$ cat src/rtl/six_bit_frame_packer.sv
// Edge-detects 6-bit word strobes, packs 16 words into 12 bytes, queues up to two
// complete frames and emits them as {header, 12 data bytes[, checksum]} over valid/ready.
// Optional checksum byte: define FRAME_CHECKSUM_EN.
module six_bit_frame_packer #(
    parameter logic [15:0] GAP_MAX = 16'd1000,
    parameter logic [3:0]  HDR_NIB = 4'hA
) (
    input  logic       clk80,
    input  logic       reset,
    input  logic [5:0] iData,
    input  logic       iVal,
    output logic [7:0] oData,
    output logic       oVal,
    input  logic       iRdy,
    output logic       oDrop
);

    typedef enum logic [2:0] {
        S_IDLE = 3'd0,
        S_HEAD = 3'd1,
        S_DATA = 3'd2,
`ifdef FRAME_CHECKSUM_EN
        S_SUM  = 3'd3,
`endif
        S_REL  = 3'd4
    } tx_state_t;

    function automatic logic [7:0] get_byte(input logic [95:0] v, input logic [3:0] j);
        return v[{j, 3'b000} +: 8];
    endfunction

    logic        val_prev_q;
    logic [3:0]  word_cnt_q, word_cnt_d;
    logic [15:0] gap_q, gap_d;
    logic [95:0] coll_q, coll_d;
    logic [95:0] slot_q [2];
    logic [3:0]  hdr_q [2];
    logic [1:0]  full_q, full_d;
    logic        wr_sel_q, rd_sel_q;
    logic [3:0]  f_cnt_q;
    logic        drop_q;
    logic [6:0]  wr_pos_s;
    logic        capture_s, commit_s, busy_drop_s, timeout_s, release_s, slot_free_s, hs_s;

    tx_state_t   state_q, state_d;
    logic [3:0]  byte_idx_q, byte_idx_d;
    logic [7:0]  odata_q, odata_d;
    logic        oval_q, oval_d;
`ifdef FRAME_CHECKSUM_EN
    logic [7:0]  chk_q, chk_d;
`endif

    assign capture_s = iVal && !val_prev_q;
    assign wr_pos_s  = 7'(word_cnt_q) * 7'd6;
    assign release_s = (state_q == S_REL);
    assign hs_s      = oval_q && iRdy;
    // A slot being released this very cycle already counts as free
    assign slot_free_s = !full_q[wr_sel_q] || (release_s && (rd_sel_q == wr_sel_q));

    // Word collection, gap timeout and frame commit decision
    always_comb begin
        coll_d      = coll_q;
        word_cnt_d  = word_cnt_q;
        gap_d       = gap_q;
        commit_s    = 1'b0;
        busy_drop_s = 1'b0;
        timeout_s   = 1'b0;
        if (capture_s) begin
            coll_d[wr_pos_s +: 6] = iData;
            gap_d = 16'd0;
            if (word_cnt_q == 4'd15) begin
                word_cnt_d = 4'd0;
                if (slot_free_s) begin
                    commit_s = 1'b1;
                end else begin
                    busy_drop_s = 1'b1;
                end
            end else begin
                word_cnt_d = word_cnt_q + 4'd1;
            end
        end else if (word_cnt_q != 4'd0) begin
            if (gap_q >= GAP_MAX - 16'd1) begin
                timeout_s  = 1'b1;
                word_cnt_d = 4'd0;
                gap_d      = 16'd0;
            end else begin
                gap_d = gap_q + 16'd1;
            end
        end else begin
            gap_d = gap_q;
        end
    end

    // Slot occupancy: release clears, commit sets (same slot -> stays full)
    always_comb begin
        full_d = full_q;
        if (release_s) begin
            full_d[rd_sel_q] = 1'b0;
        end else begin
            full_d = full_q;
        end
        if (commit_s) begin
            full_d[wr_sel_q] = 1'b1;
        end else begin
            full_d = full_d;
        end
    end

    // Collector and frame slot registers
    always_ff @(posedge clk80) begin
        if (reset) begin
            val_prev_q <= 1'b0;
            word_cnt_q <= 4'd0;
            gap_q      <= 16'd0;
            coll_q     <= 96'd0;
            slot_q[0]  <= 96'd0;
            slot_q[1]  <= 96'd0;
            hdr_q[0]   <= 4'd0;
            hdr_q[1]   <= 4'd0;
            full_q     <= 2'b00;
            wr_sel_q   <= 1'b0;
            rd_sel_q   <= 1'b0;
            f_cnt_q    <= 4'd0;
            drop_q     <= 1'b0;
        end else begin
            val_prev_q <= iVal;
            word_cnt_q <= word_cnt_d;
            gap_q      <= gap_d;
            coll_q     <= coll_d;
            full_q     <= full_d;
            drop_q     <= busy_drop_s | timeout_s;
            if (commit_s) begin
                slot_q[wr_sel_q] <= coll_d;
                hdr_q[wr_sel_q]  <= f_cnt_q;
                f_cnt_q          <= f_cnt_q + 4'd1;
                wr_sel_q         <= ~wr_sel_q;
            end
            if (release_s) begin
                rd_sel_q <= ~rd_sel_q;
            end
        end
    end

    // Transmit FSM: next state and next registered outputs
    always_comb begin
        state_d    = state_q;
        byte_idx_d = byte_idx_q;
        odata_d    = odata_q;
        oval_d     = oval_q;
`ifdef FRAME_CHECKSUM_EN
        chk_d      = chk_q;
`endif
        case (state_q)
            S_IDLE: begin
                oval_d  = 1'b0;
                odata_d = 8'd0;
                if (full_q[rd_sel_q]) begin
                    state_d    = S_HEAD;
                    byte_idx_d = 4'd0;
                    oval_d     = 1'b1;
                    odata_d    = {HDR_NIB, hdr_q[rd_sel_q]};
`ifdef FRAME_CHECKSUM_EN
                    chk_d      = {HDR_NIB, hdr_q[rd_sel_q]};
`endif
                end else begin
                    state_d = S_IDLE;
                end
            end
            S_HEAD: begin
                if (hs_s) begin
                    state_d    = S_DATA;
                    byte_idx_d = 4'd0;
                    odata_d    = get_byte(slot_q[rd_sel_q], 4'd0);
`ifdef FRAME_CHECKSUM_EN
                    chk_d      = chk_q ^ get_byte(slot_q[rd_sel_q], 4'd0);
`endif
                end else begin
                    state_d = S_HEAD;
                end
            end
            S_DATA: begin
                if (hs_s && (byte_idx_q == 4'd11)) begin
`ifdef FRAME_CHECKSUM_EN
                    state_d = S_SUM;
                    odata_d = chk_q;
`else
                    state_d = S_REL;
                    oval_d  = 1'b0;
                    odata_d = 8'd0;
`endif
                end else if (hs_s) begin
                    byte_idx_d = byte_idx_q + 4'd1;
                    odata_d    = get_byte(slot_q[rd_sel_q], byte_idx_q + 4'd1);
`ifdef FRAME_CHECKSUM_EN
                    chk_d      = chk_q ^ get_byte(slot_q[rd_sel_q], byte_idx_q + 4'd1);
`endif
                end else begin
                    state_d = S_DATA;
                end
            end
`ifdef FRAME_CHECKSUM_EN
            S_SUM: begin
                if (hs_s) begin
                    state_d = S_REL;
                    oval_d  = 1'b0;
                    odata_d = 8'd0;
                end else begin
                    state_d = S_SUM;
                end
            end
`endif
            S_REL: begin
                state_d = S_IDLE;
                oval_d  = 1'b0;
                odata_d = 8'd0;
            end
            default: begin
                state_d = S_IDLE;
                oval_d  = 1'b0;
                odata_d = 8'd0;
            end
        endcase
    end

    // Transmit FSM registers
    always_ff @(posedge clk80) begin
        if (reset) begin
            state_q    <= S_IDLE;
            byte_idx_q <= 4'd0;
            odata_q    <= 8'd0;
            oval_q     <= 1'b0;
`ifdef FRAME_CHECKSUM_EN
            chk_q      <= 8'd0;
`endif
        end else begin
            state_q    <= state_d;
            byte_idx_q <= byte_idx_d;
            odata_q    <= odata_d;
            oval_q     <= oval_d;
`ifdef FRAME_CHECKSUM_EN
            chk_q      <= chk_d;
`endif
        end
    end

    assign oData = odata_q;
    assign oVal  = oval_q;
    assign oDrop = drop_q;

endmodule

$ cat config.mk
export PLATFORM = sky130hd
export DESIGN_NAME = six_bit_frame_packer
export DESIGN_NICKNAME = d
export VERILOG_FILES = /design/src/rtl/six_bit_frame_packer.sv
export SDC_FILE = /design/constraint.sdc
export NUM_CORES = 1
export LEC_CHECK = 0
export BUFFER_PORTS_ARGS = -buffer_cell sky130_fd_sc_hd__buf_2
export CAP_MARGIN = 15
export CORE_MARGIN = 2
export CORE_UTILIZATION = 60
export CTS_BUF_LIST = sky130_fd_sc_hd__clkbuf_16
export DETAILED_ROUTE_END_ITERATION = 8
export GPL_ROUTABILITY_DRIVEN = 0
export PLACE_DENSITY_LB_ADDON = 0.05
export SLEW_MARGIN = 30
export SYNTH_ARGS = -nofsm -noshare
export SYNTH_HDL_FRONTEND = slang
export SYNTH_SLANG_ARGS = --single-unit
$ cat constraint.sdc
create_clock -name clk80 -period 20.8 [get_ports clk80]
set_input_delay 0 -clock clk80 [delete_from_list [all_inputs] [get_ports clk80]]
set_output_delay 0 -clock clk80 [all_outputs]
set_load 0.01 [all_outputs]
==> impl_metrics.csv, run 1 <==
group,metric,value,unit
outcome,status,"completed",
clock_network,htree_levels,2,
worst_hold_path,whs_endpoint,"coll_q[36]",
synthesis,synth_cell_types,96,
worst_hold_path,min_path_type,"in2reg",
critical_path,start_kind,"flip-flop",
final_layout,n_antenna_cell,0,
synthesis,syn_area,16400,um2
timing,timing.setup.tns,0,ns
clock_network,cts.reportedPaths.clkPinSlew,0.06,ns
route,antenna_left,0,
timing,grt_setup_unrepaired,"false",
route,drcViolationCount,0,
die,die_w,170,um
synthesis,yosys_most_used_dff,"edfxtp_1",
route,drt_pass1_iterations,5,
pwr,power.switching,360,uW
synthesis,synth-async-reset-ratio,0,
die,core_area,27000,um2
global_route,first_global_vias,11297,
die,dieHeight,170,um
timing,setup-violations-final,0,
global_route,grt_first_pass_wirelength,64.7,mm
clock_network,cts_tree,"built",
timing,fin_crit_sh,0.208,
critical_path,r2r_cells,11,
route,drtIter0Drc,1168,
die,floorplan.initialDensity,0.610,
placement,port_buffers,19,
final_layout,fin_nets,1497,
clock_network,cts_buffer_depth,3,
clock_network,clk_latency,0.53,ns
synthesis,syn-num-nets,1500,
final_layout,syn2layout_area_growth,9.81,%
critical_path,r2r_start,"word_cnt_q[1]",
die,io-pin-count,20,
route,wirelength,41.0,mm
pwr,power.share.switching,0.240,
critical_path,cp.arrival,4.56,ns
critical_path,required,21.04,ns
timing,final_hold_viol_count,0,
clock_network,cts_buffers,37,
pwr,clock_power_share,0.427,
synthesis,synth_area_per_cell,11.1,um2
synthesis,synth-edff-count,200,
critical_path,critPathMaxFanout,14,
timing,worst_pin_slew,1.03,ns
timing,hold_slack,0.0594,ns
pwr,pwr-share-seq,0.490,
run,drv_cap,0,
timing,fin_worst_skew,0.0265,ns
die,rows,60,
pwr,power,1.50,mW
synthesis,ys_seq_area_frac,0.539,
synthesis,synth_seq_cells,343,
timing,slew_headroom,0.312,
pwr,p_comb_frac,0.083,
clock_network,root_buffer,"clkbuf_16",
worst_hold_path,min-delay-start,"iData[4]",
final_layout,finish.utilization,0.670,
critical_path,r2r_setup_slack,16.48,ns
pwr,peakVddDrop,0.0739,mV
timing,drv_slew,0,
critical_path,reg2reg_to,"slot_q[1][17]",
route,drt-wirelength-per-cell,22.3,um
critical_path,endpoint_kind,"flip-flop",
global_route,grt_max_degree,73,
clock_network,post_cts_buffers,0,
pwr,p_leak,6.57,nW
route,viasPerCell,6.26,
global_route,grt.overflow.total,0,
synthesis,synthCells,1475,
clock_network,clkSinkCount,343,
global_route,antenna_found_initial,1,
final_layout,drive_above_1_share,0.123,
critical_path,worst-setup-path-type,"reg2reg",
die,die_area,28800,um2
worst_hold_path,hold_path_depth,4,
route,num_vias,11526,
timing,timing.final.crit_period,4.32,ns
pwr,p_per_area,83.1,nW/um2
synthesis,yosysWarnings,0,
global_route,track_usage,0.294,
pwr,p_int,1.14,mW
timing,max_freq,231,MHz
placement,post-dp-hpwl,26.6,mm
[per-layer routing]
layer	wire [um]	vias to the layer above	track usage	share of wire
li1	-	5365	-	-
met1	17600	5629	0.411	0.43
met3	3330	78	0.0585	0.081
met5	11	-	0	0.00027
met2	19000	452	0.470	0.46
met4	1090	2	0.0866	0.027
[logic make-up after synthesis]
logic type,after synthesis,synth area share
simple gates,589,0.170
flops,343,0.539
compound gates,205,0.0857
mux,198,0.151
buf+inv,100,0.0266
xor+xnor,25,0.0152
fa+ha+maj,15,0.0119
[final cells by class]
type                            count  area, um2
Clock buffer                       37        926
Clock inverter                     30        251
Fill cell                        2030       8890
Inverter                           13       48.8
Multi-Input combinational cell   1032       7190
Sequential cell                   343       8870
Tap cell                          341        427
Timing Repair Buffer               45        345
[registers in the layout (all words and copies together), names as in the netlist, named ones only]
name	flops
byte_idx_q	4
coll_q	96
f_cnt_q	4
full_q	2
gap_q	16
hdr_q	8
oData	8
oDrop	1
oVal	1
rd_sel_q	1
slot_q	192
state_q	3
val_prev_q	1
word_cnt_q	4
wr_sel_q	1
[per-stage QoR]
stage / std cells / instance area [um2] / setup WS (ns)
CTS: 1840 / 18000 / 16.51
floorplan: 1475 / 16400 / 14.01
global placement: 1764 / 16700 / 16.51
detailed placement: 1765 / 16800 / 16.52
finish: 1841 / 18100 / 16.48
global route: 1841 / 18100 / 16.23
[worst max-delay path, stage by stage, from the launching register on]
cell and delay [ns]:
dfxtp_1 0.38, ha_1 0.31, inv_1 0.11, fa_1 0.50, xnor2_1 0.17, buf_4 0.19, nor2_1 0.51, nand2_1 0.20
o21ai_2 0.81, or3b_1 0.50, mux2i_1 0.27, nor2_1 0.07
[cells in the final DEF, fill, tap and decap left out, types with 23 or more instances in the layout]
master     instances
mux4_2            40
nor2_1           270
o21ai_0           55
nand2b_1          27
nand3_1           52
nor3_1            23
edfxtp_1         200
clkbuf_16         37
nand2_1          101
inv_1             23
mux2i_1          152
a21oi_1           37
dfxtp_1          141
[worst max-delay path by stage]
| stage | start | endpoint | slack [ns] | cells past startpoint |
|---|---|---|---|---|
| after floorplan | state_q[1] | hdr_q[0][0] | 14.01 | 6 |
| after global placement | word_cnt_q[1] | slot_q[0][64] | 16.51 | 10 |
| after detailed placement | word_cnt_q[1] | slot_q[1][17] | 16.52 | 11 |
| after CTS | word_cnt_q[1] | slot_q[0][17] | 16.51 | 11 |
| after global routing | word_cnt_q[1] | slot_q[1][16] | 16.23 | 10 |
| final | word_cnt_q[1] | slot_q[1][17] | 16.48 | 11 |
[cell usage after synthesis, types with 5 or more instances]
cell type	count	share of area
nand2b_1	28	0.011
o21ai_0	55	0.017
o21ai_1	8	0.0024
nor3_1	23	0.0070
a211oi_1	8	0.0037
clkbuf_1	51	0.012
a31oi_1	5	0.0019
xor2_1	11	0.0059
nand4_1	6	0.0023
or3_1	5	0.0019
dfxtp_1	143	0.17
xnor2_1	11	0.0059
and3_1	14	0.0053
mux2_2	5	0.0034
a21o_1	6	0.0027
buf_4	9	0.0041
mux4_2	40	0.055
nor2_1	271	0.062
buf_1	9	0.0021
and2_1	20	0.0076
ha_1	14	0.011
o31ai_1	5	0.0023
buf_2	16	0.0049
o22ai_1	9	0.0034
edfxtp_1	200	0.37
nand2_1	101	0.023
a22oi_1	9	0.0041
nor4_1	5	0.0019
nor2b_1	17	0.0065
nand3b_1	13	0.0059
a21oi_1	37	0.011
nand3_1	53	0.016
mux2i_1	152	0.093
inv_1	13	0.0030
[power by group through the flow]
stage	clock network [mW]	registers (mW)	logic, mW
after detailed placement	0	0.750	0.119
final	0.642	0.735	0.124
after floorplan	0	0.751	0.0823
after global placement	0	0.749	0.118
after global routing	0.675	0.736	0.132
after CTS	0.648	0.735	0.121
[what timing repair did]
item                                   in CTS  in global routing
endpoints found under the hold margin      37                  0
hold buffers                                8                  0
gates resized for setup                     0                  0
Note: power is estimated with default switching activity, not from simulation.
==> run 2: changes to the inputs <==
--- a/config.mk
+++ b/config.mk
@@ -5,6 +5,7 @@
 export SDC_FILE = /design/constraint.sdc
 export NUM_CORES = 1
 export LEC_CHECK = 0
+export ABC_AREA = 1
 export BUFFER_PORTS_ARGS = -buffer_cell sky130_fd_sc_hd__buf_2
 export CAP_MARGIN = 15
 export CORE_MARGIN = 2
==> constraint.sdc (replaced) <==
create_clock -name clk80 -period 4.5 [get_ports clk80]
set_input_delay 0 -clock clk80 [delete_from_list [all_inputs] [get_ports clk80]]
set_output_delay 0 -clock clk80 [all_outputs]
set_load 0.01 [all_outputs]
==> impl_metrics.csv, run 2 <==
group,metric,value,unit
timing,grt_setup_unrepaired,"false",
placement,port_buffers,19,
final_layout,post_layout_nonfiller_instances,2296,
global_route,grt_max_degree,78,
global_route,first_global_vias,12280,
die,dieHeight,168,um
die,io-pin-count,20,
clock_network,htree_levels,2,
synthesis,ys_top_cells_by_area,"edfxtp_1 (37%), dfxtp_1 (18%), nand2_1 (10%), nor2_1 (9.3%), nand3_1 (4.6%)",
timing,slew_headroom,0.374,
synthesis,syn-num-nets,1954,
timing,fin_worst_skew,0.0165,ns
final_layout,syn2layout_area_growth,9.10,%
critical_path,endpoint_kind,"flip-flop",
synthesis,synth-edff-count,200,
die,die_w,168,um
clock_network,cts_tree,"built",
synthesis,yosysMostFrequentCell,"nand2_1",
final_layout,layout_common_cells,"nand2_1 (429), nor2_1 (403), edfxtp_1 (200)",
route,wirelength,44.4,mm
pwr,p_per_area,389,nW/um2
critical_path,start_kind,"flip-flop",
final_layout,drive_above_1_share,0.0839,
global_route,antenna_found_initial,0,
timing,timing.setup.tns,0,ns
route,drt-wirelength-per-cell,19.3,um
synthesis,yosysWarnings,0,
route,antenna_left,0,
timing,drv_slew,0,
synthesis,synth_cell_types,53,
timing,setup-violations-final,0,
final_layout,n_antenna_cell,0,
timing,final_hold_viol_count,0,
global_route,grt_first_pass_wirelength,69.5,mm
route,drt_pass1_iterations,7,
critical_path,r2r_cells,15,
synthesis,yosys_most_used_dff,"edfxtp_1",
route,drtIter0Drc,1744,
worst_hold_path,min_path_type,"in2reg",
placement,post-dp-hpwl,28.6,mm
timing,fin_crit_sh,0.828,
route,num_vias,13340,
synthesis,syn_area,16200,um2
die,core_area,26700,um2
critical_path,critPathMaxFanout,15,
worst_hold_path,hold_path_depth,5,
synthesis,yosys.area.top_type,"edfxtp_1",
clock_network,ctsResizeCount,0,
clock_network,cts_buffer_depth,3,
final_layout,top_register,"slot_q",
clock_network,cts_buffers,37,
synthesis,ys_seq_area_frac,0.548,
pwr,p_leak,6.74,nW
clock_network,root_buffer,"clkbuf_16",
critical_path,required,4.73,ns
critical_path,worst-setup-path-type,"reg2reg",
synthesis,synthCells,1929,
timing,worst_pin_slew,0.938,ns
clock_network,cts.reportedPaths.clkPinSlew,0.06,ns
final_layout,largest_reg_flops,192,
final_layout,final_common_cell,"nand2_1",
run,drv_cap,0,
outcome,status,"completed",
route,viasPerCell,5.81,
final_layout,largestRegisters,"slot_q: 192 flops, coll_q: 96 flops, gap_q: 16 flops",
global_route,grt.overflow.total,0,
synthesis,synth_area_per_cell,8.39,um2
final_layout,fin_nets,1954,
synthesis,synth-async-reset-ratio,0,
route,drcViolationCount,0,
synthesis,yosys-top-cells-count,"nand2_1 (431), nor2_1 (403), edfxtp_1 (200)",
clock_network,clk_latency,0.52,ns
timing,timing.final.crit_period,3.73,ns
die,rows,60,
timing,max_freq,268,MHz
synthesis,synth_top_cell_area_share,0.371,
synthesis,synth_seq_cells,343,
pwr,peakVddDrop,0.247,mV
critical_path,cp.arrival,3.96,ns
die,floorplan.initialDensity,0.606,
clock_network,clkSinkCount,343,
placement,dp_cells,2226,
die,die_area,28300,um2
global_route,track_usage,0.316,
-- run 2: cell types whose count changed in the layout (fill, tap and decap cells not counted), moves of 22 or more --
| cell | change |
|---|---|
| o21ai_0 | +35 |
| nand3_1 | +98 |
| mux2i_1 | -148 |
| inv_1 | +104 |
| mux4_2 | -40 |
| nor2_1 | +133 |
| a21oi_1 | +22 |
| nand2b_1 | -27 |
| nand2_1 | +328 |
-- run 2: worst paths after layout --
kind / start / to / slack (ns)
hold reg to reg: gap_q[13] / gap_q[13] / 0.45
hold / removal: iData[2] / coll_q[2] / 0.04
setup / recovery: word_cnt_q[0] / slot_q[1][65] / 0.77
setup reg to reg: word_cnt_q[0] / slot_q[1][65] / 0.77
-- run 2: routing by layer --
layer	up-vias	global-route usage	wire, um
met4	0	0.0877	1100
met3	97	0.0689	4800
met1	6188	0.448	18400
li1	6391	-	-
met2	664	0.494	20100
met5	-	0	0
-- run 2: cells by family (layout without fill, tap and decap cells) --
logic type / count (synthesis) / in the layout / synth area share
simple gates: 1107 / 1107 / 0.294
mux: 4 / 4 / 0.00247
compound gates: 232 / 232 / 0.0810
flops: 343 / 343 / 0.548
buf+inv: 220 / 246 / 0.0581
xor+xnor: 8 / 8 / 0.00479
fa+ha+maj: 15 / 15 / 0.0121
-- run 2: final cells by class --
class / count / area [um2]
Timing Repair Buffer: 53 / 415
Sequential cell: 343 / 8870
Fill cell: 2234 / 9060
Multi-Input combinational cell: 1366 / 6400
Inverter: 128 / 482
Clock buffer: 37 / 926
Clock inverter: 28 / 144
Tap cell: 341 / 427
-- run 2: report_power, final --
| group | internal (mW) | switching (mW) |
|---|---|---|
| clock network | 1.54 | 1.21 |
| logic | 0.152 | 0.552 |
| registers | 3.39 | 0.0213 |
| total | 5.08 | 1.78 |
-- run 2: stage by stage --
| step | cell area [um2] | util | setup WS [ns] | power, mW | hold WS (ns) |
|---|---|---|---|---|---|
| 2_1_floorplan | 16200 | - | 0.243 | 3.95 | 0.125 |
| 3_3_place_gp | 16500 | 0.619 | 0.817 | 4.15 | 0.288 |
| 3_5_place_dp | 16500 | 0.619 | 0.850 | 4.15 | 0.299 |
| 4_1_cts | 17700 | 0.661 | 0.828 | 6.86 | 0.0159 |
| 5_1_grt | 17700 | 0.661 | 0.553 | 7.06 | 0.0476 |
| 6_report | 17700 | 0.661 | 0.773 | 6.87 | 0.0410 |
-- run 2: worst max-delay path: stages, from the launching register on --
cell and delay, ns:
dfxtp_1 0.30, buf_4 0.20, clkinv_1 0.25, ha_1 0.49, nor2_4 0.25, nand2_2 0.11
nor2_4 0.16, nand3_2 0.12, nand2_4 0.11, nand3_2 0.10, nor2_2 0.48, nand2_2 0.29
nor2_2 0.22, o21ai_0 0.11, o21ai_0 0.19, nor2_1 0.08
-- run 2: timing repair --
| action | in CTS | in global routing |
|---|---|---|
| buffers inserted | 0 | 0 |
| hold endpoints to repair | 7 | 0 |
| hold buffers | 5 | 0 |
